$ cat src/rtl/mac_arbiter.sv
// Two-requester round-robin arbiter in front of a single MAC, with a registered response port.
// Define MAC_ARB_TIMEOUT_EN to compile in the BUSY timeout/abort path.
module mac_arbiter #(
    parameter int unsigned ACC_W   = 16,
    parameter int unsigned TIMEOUT = 64
) (
    input  logic             clk,
    input  logic             rst,
    input  logic [1:0]       req,
    output logic [1:0]       gnt,
    output logic             mac_go,
    input  logic             mac_done,
    input  logic [ACC_W-1:0] mac_out,
    output logic             rsp_valid,
    output logic             rsp_id,
    output logic [ACC_W-1:0] rsp_data,
    output logic             rsp_err,
    input  logic             rsp_ready
);

    typedef enum logic [1:0] {StIdle, StIssue, StBusy, StResp} state_e;

    state_e state_q;
    logic   last_q;   // index of the requester served most recently
    logic   win_id;

`ifdef MAC_ARB_TIMEOUT_EN
    localparam int unsigned CntW = $clog2(TIMEOUT + 1);
    logic [CntW-1:0] cnt_q;
`else
    assign rsp_err = 1'b0;
`endif

    // On a tie the requester not served last wins.
    always_comb begin
        win_id = 1'b0;
        unique case (req)
            2'b01:   win_id = 1'b0;
            2'b10:   win_id = 1'b1;
            2'b11:   win_id = ~last_q;
            default: win_id = 1'b0;
        endcase
    end

    always_ff @(posedge clk or negedge rst) begin
        if (!rst) begin
            state_q   <= StIdle;
            last_q    <= 1'b1;
            gnt       <= 2'b00;
            mac_go    <= 1'b0;
            rsp_valid <= 1'b0;
            rsp_id    <= 1'b0;
            rsp_data  <= '0;
`ifdef MAC_ARB_TIMEOUT_EN
            rsp_err   <= 1'b0;
            cnt_q     <= '0;
`endif
        end else begin
            case (state_q)
                StIdle: begin
                    mac_go <= 1'b0;
                    if (req != 2'b00) begin
                        gnt     <= win_id ? 2'b10 : 2'b01;
                        mac_go  <= 1'b1;
                        state_q <= StIssue;
                    end
                end
                StIssue: begin
                    mac_go  <= 1'b0;
                    state_q <= StBusy;
`ifdef MAC_ARB_TIMEOUT_EN
                    cnt_q   <= '0;
`endif
                end
                StBusy: begin
                    if (mac_done) begin
                        rsp_data  <= mac_out;
                        rsp_id    <= gnt[1];
                        rsp_valid <= 1'b1;
                        last_q    <= gnt[1];
                        state_q   <= StResp;
`ifdef MAC_ARB_TIMEOUT_EN
                        rsp_err   <= 1'b0;
                    end else if (cnt_q == CntW'(TIMEOUT - 1)) begin
                        // This edge closes the TIMEOUT-th BUSY cycle without a result.
                        rsp_data  <= '0;
                        rsp_id    <= gnt[1];
                        rsp_err   <= 1'b1;
                        rsp_valid <= 1'b1;
                        last_q    <= gnt[1];
                        state_q   <= StResp;
                    end else begin
                        cnt_q     <= cnt_q + 1'b1;
`endif
                    end
                end
                StResp: begin
                    if (rsp_ready) begin
                        rsp_valid <= 1'b0;
                        gnt       <= 2'b00;
                        state_q   <= StIdle;
                    end
                end
                default: state_q <= StIdle;
            endcase
        end
    end

endmodule
$ cat config.mk
export PLATFORM = sky130hd
export DESIGN_NAME = mac_arbiter
export DESIGN_NICKNAME = d
export VERILOG_FILES = /design/src/rtl/mac_arbiter.sv
export SDC_FILE = /design/constraint.sdc
export NUM_CORES = 1
export LEC_CHECK = 0
export CORE_ASPECT_RATIO = 1.4
export CORE_MARGIN = 1.5
export CORE_UTILIZATION = 40
export CTS_CLUSTER_SIZE = 20
export DETAILED_ROUTE_END_ITERATION = 10
export GPL_TIMING_DRIVEN = 0
export PLACE_DENSITY = 0.86
export SKIP_CTS_REPAIR_TIMING = 1
export SYNTH_ARGS = -nofsm -noshare
export SYNTH_HDL_FRONTEND = slang
export SYNTH_SLANG_ARGS = --single-unit
$ cat constraint.sdc
create_clock -name clk -period 3.6 [get_ports clk]
set_clock_uncertainty 0.15 [all_clocks]
set_input_delay 0.72 -clock clk [delete_from_list [all_inputs] [get_ports clk]]
set_output_delay 0.72 -clock clk [all_outputs]
set_load 0.005 [all_outputs]
==> results of run 1 <==
[per-stage QoR]
stage	power (mW)	hold WS, ps	area (µm²)	cells	utilization, %
floorplan	0.815	274	1070	75	-
global placement	1.11	306	1540	153	59.5
detailed placement	1.14	311	1540	153	59.5
CTS	1.26	329	1570	157	60.5
global route	1.33	357	1570	157	60.5
finish	1.24	321	1570	157	60.5
[metal layers]
metal	vias to the layer above	wire [µm]
met1	365	818
met2	21	1200
met3	2	68
li1	349	-
met5	-	0
met4	0	16
[Yosys cell counts, drive strengths merged]
cell     n  share of area [%]
o32a     1                1.0
conb     1               0.35
nor3b    1                1.7
mux2    18                 22
o21ai    3                1.4
buf      2                1.7
nor2b    1               0.58
nor2     2               0.70
a21oi    2               0.93
dfstp    1                2.4
ha       4                4.7
nand4b   1               0.82
nand2    6                2.8
nand3    1               0.47
and2b    1               0.70
dfrtp   23                 54
nor3     3                2.3
inv      4                1.4
[state kept, by name, indices dropped and copies added (netlist names)]
signal,count
gnt,2
rsp_id,1
last_q,1
mac_go,1
rsp_valid,1
state_q,2
rsp_data,16
[worst min path at each step]
stage | end | slack, ps | from | cells past startpoint
2_1_floorplan | gnt[0] | 270 | rst | 0
3_3_place_gp | last_q | 310 | last_q | 2
3_5_place_dp | last_q | 310 | last_q | 2
4_1_cts | last_q | 330 | last_q | 2
5_1_grt | last_q | 360 | last_q | 2
6_report | last_q | 320 | last_q | 2
[cell families after synthesis]
group | Yosys count
AOI/OAI and AO/OA | 6
adders and majority gates | 4
buffers and inverters | 6
DFF | 24
muxes | 18
other | 1
and+or+nand+nor | 16
[final cells by class]
cell class                      instances  area, µm²  area share, %
Buffer                                  2       18.8           1.20
Clock buffer                            4       26.3           1.68
Inverter                                4       15.0          0.958
Multi-Input combinational cell         45        439           28.0
Sequential cell                        24        602           38.4
Tap cell                               36       45.0           2.88
Timing Repair Buffer                   42        420           26.8
[cells in the final DEF (no fill, tap or decap)]
cell type | Yosys | layout
sky130_fd_sc_hd__o21ai_0 | 3 | 3
sky130_fd_sc_hd__dfstp_2 | 1 | 1
sky130_fd_sc_hd__conb_1 | 1 | 1
sky130_fd_sc_hd__and2b_1 | 1 | 1
sky130_fd_sc_hd__dfrtp_1 | 23 | 23
sky130_fd_sc_hd__inv_1 | 4 | 4
sky130_fd_sc_hd__nor2b_1 | 1 | 1
sky130_fd_sc_hd__nand2_4 | 1 | 1
sky130_fd_sc_hd__clkdlybuf4s50_1 | 0 | 42
sky130_fd_sc_hd__nor2_1 | 2 | 2
sky130_fd_sc_hd__clkbuf_4 | 0 | 3
sky130_fd_sc_hd__mux2_4 | 10 | 10
sky130_fd_sc_hd__nand3_1 | 1 | 1
sky130_fd_sc_hd__buf_4 | 1 | 1
sky130_fd_sc_hd__mux2_2 | 8 | 8
sky130_fd_sc_hd__nand4b_1 | 1 | 1
sky130_fd_sc_hd__ha_1 | 4 | 4
sky130_fd_sc_hd__buf_6 | 1 | 1
sky130_fd_sc_hd__o32a_2 | 1 | 1
sky130_fd_sc_hd__nor3_2 | 2 | 2
sky130_fd_sc_hd__clkbuf_1 | 0 | 1
sky130_fd_sc_hd__nand2_1 | 5 | 5
sky130_fd_sc_hd__a21oi_1 | 2 | 2
sky130_fd_sc_hd__nor3b_4 | 1 | 1
sky130_fd_sc_hd__nor3_1 | 1 | 1
[where the power goes]
part           total (mW)  leakage (nW)  switching [mW]  internal, mW
registers           0.487         0.283          0.0799         0.407
clock network       0.116        0.0150          0.0724        0.0431
logic               0.638         0.417           0.204         0.434
==> implementation parameters, run 1 <==
Parameter                              Value

Place
  Worst setup timing slack at the placement stage    1370 ps
  Gp weighted congestion    0.668
  Port bufs    42
  Hpwl dp    1.67 mm

GRT
  Global routing met2 resource utilization    28.1%
  Global Route Usage Sum    16.0%
  Routing usage on met1    18.2%
  GR met3 Demand/Resource    2.54%
  Grt ovf    0
  Wire length of the first global-routing pass    3.46 mm
  Highest-utilization routing layer at the global route stage    met2
  Maximum number of pins on one net before global-route repair    25
  Via count of the first global-routing pass    784
  Antenna violations before repair    0

Logic synthesis
  Synthesized area    1070 µm²
  Dominant combinational cell family by area after synthesis    multiplexers
  Portion of the post-synthesis area used by sequential elements    56.0%
  Net count after synthesis    101
  Average size of a mapped cell    14.3 µm²
  Post-synthesis share of cell area spent on and, or, nand and nor gates    10.1%
  Compound-Gate Fraction of Synth Area    3.38%
  Share of the synthesized netlist area taken by xor and xnor gates    0%
  Multiplexer fraction of the synthesized cell area    22.4%
  Count of cell types in the netlist    22
  Share of synthesized cell area in full adder, half adder and majority cells    4.66%
  FF+latch count, synth    24
  Count of synthesis-stage warnings from yosys    0
  Instance count of the mapped netlist    75

Floorplan
  Effective utilization at floorplan    41.5%
  Die Footprint    3010 µm²
  CORE AREA    2590 µm²
  Top Ports    44
  Horiz. Die Dim    46.8 µm
  Site row count    22
  Die height    64.3 µm

Route
  DRC violation count after routing    0
  Drt via density    4.69
  Total wire length after detailed routing    2.11 mm
  Remaining antenna violation count after routing    0
  Number of vias in the routed layout    737
  First DRT Iteration DRCs    26
  Detailed-routing iteration count for the pre-antenna-repair pass    2
  Average wire per cell in the routed design    13.4 µm

Timing
  F_max    480 MHz
  Worst slew margin    29.6%
  Worst slew pin tran    1050 ps
  Minimum setup slack in the final design    1520 ps
  Setup repair after global routing missed its margin    no
  Count of final setup violators    0
  Setup TNS    0 ps
  Min cycle time layout    2080 ps
  Ratio of final minimum period to clock period    57.8%
  Number of max-slew violations in the final report    0
  Hold violation count in the final report    0

Critical path
  Worst reg-to-reg path cell count    5
  Family with the most delay on the worst path    buffers and inverters
  Critical Path, Cell by Cell    clkdlybuf4s50_1
  Buf+Inv Stages, Crit Path    1
  Worst Path Arrival    1210 ps
  Crit path to    gnt[1]
  Crit path launch type    flop
  Slowest library cell on the worst path    sky130_fd_sc_hd__clkdlybuf4s50_1
  Worst Path Max Fanout    3
  Count of cell instances traversed by the critical path    1
  Worst setup EP type    primary output
  FF-to-FF setup slack    1860 ps
  Largest stage delay on the critical path    510 ps
  Critical path class    flop to primary output
  Timing startpoint of the critical path    gnt[1]
  Worst flop-to-flop path startpoint    state_q[0]
  Endpoint required time on the critical path    2730 ps
  Capture instance of the worst register-to-register path    state_q[1]

Power
  Leakage power total    0.715 nW
  Worst VDD drop    0.000527 V
  Total power divided by cell area    792 nW/µm²

CTS
  Inserted Clock Buffers    3
  Sinks on Clock Net    24
  Clock latency reported for the late side of the worst-skew pair    300 ps
  Clock-pin slew on the worst setup and hold paths    120 ps
  CTS H-tree lvls    1
  CTS Root Cell    sky130_fd_sc_hd__clkbuf_4
  Longest Clk Path Bufs    2
  TritonCTS clock tree    yes

Final layout
  Layout overhead on the synthesized area    45.8%
  Share of final-layout standard cells stronger than drive strength 1    24.0%
  Antenna cell count    0
  Post-layout nets    148
  Filler cell count in the final layout    226

Min path
  Hold Crit Class    flop to flop

Run status
  Status    finished clean

Job
  Max-cap violations    0
Power figures use the tool's default switching activity.
==> inputs of run 2 (changes only) <==
==> constraint.sdc (replaced) <==
create_clock -name clk -period 2.1 [get_ports clk]
set_clock_uncertainty 0.15 [all_clocks]
set_input_delay 0.42 -clock clk [delete_from_list [all_inputs] [get_ports clk]]
set_output_delay 0.42 -clock clk [all_outputs]
set_load 0.005 [all_outputs]
==> results of run 2 <==
The final DEF is identical to that of run 1. Status: finished clean.
Among the figures that moved: setup slack after placement 1370 ps -> 169 ps; setup slack after layout 1520 ps -> 319 ps; register-to-register setup slack 1860 ps -> 360 ps; total power 1.24 mW -> 2.13 mW; worst IR drop on VDD 0.000527 V -> 0.000903 V
==> inputs of run 3 (changes only) <==
==> constraint.sdc (replaced) <==
create_clock -name clk -period 1.8 [get_ports clk]
set_clock_uncertainty 0.15 [all_clocks]
set_input_delay 0.36 -clock clk [delete_from_list [all_inputs] [get_ports clk]]
set_output_delay 0.36 -clock clk [all_outputs]
set_load 0.005 [all_outputs]
==> run 3 against run 2 <==
  * Sequential power rose by 17%
  * Setup slack got worse by 240 ps
  * Sequential cell count did not move
  * Sequential share of layout area fell by 0.12 points
  * Design area rose by 0.32%
  * Wire length fell by 0.14%
  * Via count did not move
  * Core utilization rose by 0.19 points
  * Register-to-register slack got worse by 270 ps
  * Critical path type unchanged
  * Highest routed layer unchanged
==> implementation parameters, run 3 (synthesis results as in run 1) <==
Parameter                              Value

Run status
  Status    finished clean (unchanged)

Timing
  Min cycle time layout    1720 ps
  Number of max-slew violations in the final report    0 (unchanged)
  Setup repair after global routing missed its margin    no (unchanged)
  Count of final setup violators    0 (unchanged)
  Worst slew margin    29.8% (was 29.6%)
  Ratio of final minimum period to clock period    95.7%
  F_max    581 MHz
  Worst slew pin tran    1050 ps (about the same)
  Hold violation count in the final report    0 (unchanged)
  Setup TNS    0 ps (unchanged)

Critical path
  Buf+Inv Stages, Crit Path    1 (unchanged)
  FF-to-FF setup slack    90 ps (was 360 ps)
  Slowest library cell on the worst path    sky130_fd_sc_hd__clkdlybuf4s50_1 (unchanged)
  Largest stage delay on the critical path    510 ps (about the same)
  Worst Path Max Fanout    3 (unchanged)
  Worst reg-to-reg path cell count    4 (was 5)
  Crit path launch type    flop (unchanged)
  Capture instance of the worst register-to-register path    state_q[1] (unchanged)
  Critical path class    flop to primary output (unchanged)
  Worst flop-to-flop path startpoint    state_q[0] (unchanged)
  Critical Path, Cell by Cell    clkdlybuf4s50_1 (unchanged)
  Endpoint required time on the critical path    1290 ps (was 1530 ps)
  Worst setup EP type    primary output (unchanged)
  Family with the most delay on the worst path    buffers and inverters (unchanged)
  Worst Path Arrival    1210 ps (about the same)

Route
  Average wire per cell in the routed design    13.4 µm (about the same)
  Drt via density    4.69 (unchanged)
  DRC violation count after routing    0 (unchanged)
  First DRT Iteration DRCs    26 (unchanged)
  Number of vias in the routed layout    737 (unchanged)
  Detailed-routing iteration count for the pre-antenna-repair pass    2 (unchanged)
  Total wire length after detailed routing    2.10 mm (was 2.11 mm)
  Remaining antenna violation count after routing    0 (unchanged)

Final layout
  Post-layout nets    148 (unchanged)
  Layout Cell Area excl Fill    1570 µm² (about the same)
  Share of final-layout standard cells stronger than drive strength 1    25.6% (was 24.0%)
  Leading registers by flop count    rsp_data x16, gnt x2, state_q x2 (unchanged)
  Flip-flop count of the largest register after layout    16 (unchanged)
  Commonest non-fill, non-tap cell in the layout    sky130_fd_sc_hd__clkdlybuf4s50_1 (unchanged)
  Antenna cell count    0 (unchanged)
  Most flops, register    rsp_data (unchanged)
  Commonest cells after routing, fill and taps aside    42 x sky130_fd_sc_hd__clkdlybuf4s50_1, 23 x sky130_fd_sc_hd__dfrtp_1, 10 x sky130_fd_sc_hd__mux2_4 (unchanged)
  Layout overhead on the synthesized area    46.2% (was 45.8%)

CTS
  Longest Clk Path Bufs    2 (unchanged)
  Sinks on Clock Net    24 (unchanged)
  CTS Root Cell    sky130_fd_sc_hd__clkbuf_4 (unchanged)
  Inserted Clock Buffers    3 (unchanged)
  TritonCTS clock tree    yes (unchanged)
  Clock-pin slew on the worst setup and hold paths    120 ps (about the same)
  Clock latency reported for the late side of the worst-skew pair    300 ps (about the same)
  CTS H-tree lvls    1 (unchanged)

Floorplan
  Die height    64.3 µm (unchanged)
  Top Ports    44 (unchanged)
  Die Footprint    3010 µm² (unchanged)
  Horiz. Die Dim    46.8 µm (unchanged)
  CORE AREA    2590 µm² (unchanged)
  Site row count    22 (unchanged)
  Effective utilization at floorplan    41.5% (unchanged)

Job
  Max-cap violations    0 (unchanged)

Power
  Total power divided by cell area    1590 nW/µm² (was 1360 nW/µm²)
  Worst VDD drop    0.00107 V (was 0.000903 V)
  Leakage power total    0.712 nW (was 0.715 nW)

Place
  Gp weighted congestion    0.668 (unchanged)
  Hpwl dp    1.67 mm (unchanged)
  Total placed instance area    1540 µm² (unchanged)
  Port bufs    42 (unchanged)

Min path
  Hold Crit Class    flop to flop (unchanged)
  Hold Crit Depth    2 (unchanged)
  Hold Path Origin    last_q (unchanged)
  Endpoint with the worst hold slack    last_q (unchanged)

GRT
  Antenna violations before repair    0 (unchanged)
  Via count of the first global-routing pass    784 (unchanged)
  Maximum number of pins on one net before global-route repair    25 (unchanged)
  Wire length of the first global-routing pass    3.46 mm (unchanged)
  Global Route Usage Sum    16.0% (unchanged)
  Grt ovf    0 (unchanged)
==> run 3: cell types whose count changed in the layout (fill, tap and decap cells not counted) <==
cell / delta
sky130_fd_sc_hd__ha_1: -2
sky130_fd_sc_hd__ha_2: +2
==> run 3: how the worst max path moves through the flow <==
stage / start / end / slack, ps / cells past startpoint
final: gnt[1] / gnt[1] / 80 / 1
after global routing: state_q[0] / state_q[1] / 6 / 4
after floorplan: state_q[0] / state_q[1] / 170 / 5
after detailed placement: rsp_ready / state_q[1] / -70 / 4
after global placement: rsp_ready / state_q[1] / -60 / 4
after CTS: state_q[0] / state_q[1] / 40 / 5
==> run 3: power breakdown <==
| part | switching, mW | leakage (nW) | internal [mW] |
|---|---|---|---|
| combinational | 0.410 | 0.414 | 0.876 |
| clock | 0.145 | 0.0150 | 0.0863 |
| sequential | 0.161 | 0.283 | 0.815 |
==> run 3: final cells by class <==
class / instances / area (µm²)
inverter: 4 / 15.0
tap: 36 / 45.0
timing repair buffer: 42 / 420
sequential: 24 / 602
buffer: 2 / 18.8
multi-input combinational: 45 / 444
fill: 225 / 1020
clock buffer: 4 / 26.3
==> run 3: per-stage QoR <==
| stage | util, % | power (mW) | worst slack (ps) | cells | hold WS [ps] |
|---|---|---|---|---|---|
| 2_1_floorplan | - | 1.63 | 175 | 75 | -85.6 |
| 3_3_place_gp | 59.5 | 2.22 | -62.7 | 153 | 306 |
| 3_5_place_dp | 59.5 | 2.28 | -71.2 | 153 | 311 |
| 4_1_cts | 60.5 | 2.53 | 40.0 | 157 | 329 |
| 5_1_grt | 60.7 | 2.66 | 5.87 | 157 | 357 |
| 6_report | 60.7 | 2.49 | 78.3 | 157 | 321 |
==> run 3: layer usage <==
metal / wire, µm / vias to the layer above / share of wire [%] / GRT usage [%]
li1: - / 349 / - / -
met1: 817 / 365 / 39 / 18.2
met2: 1200 / 21 / 57 / 28.1
met3: 68 / 2 / 3.2 / 2.54
met4: 16 / 0 / 0.76 / 6.25
met5: 0 / - / 0 / 0
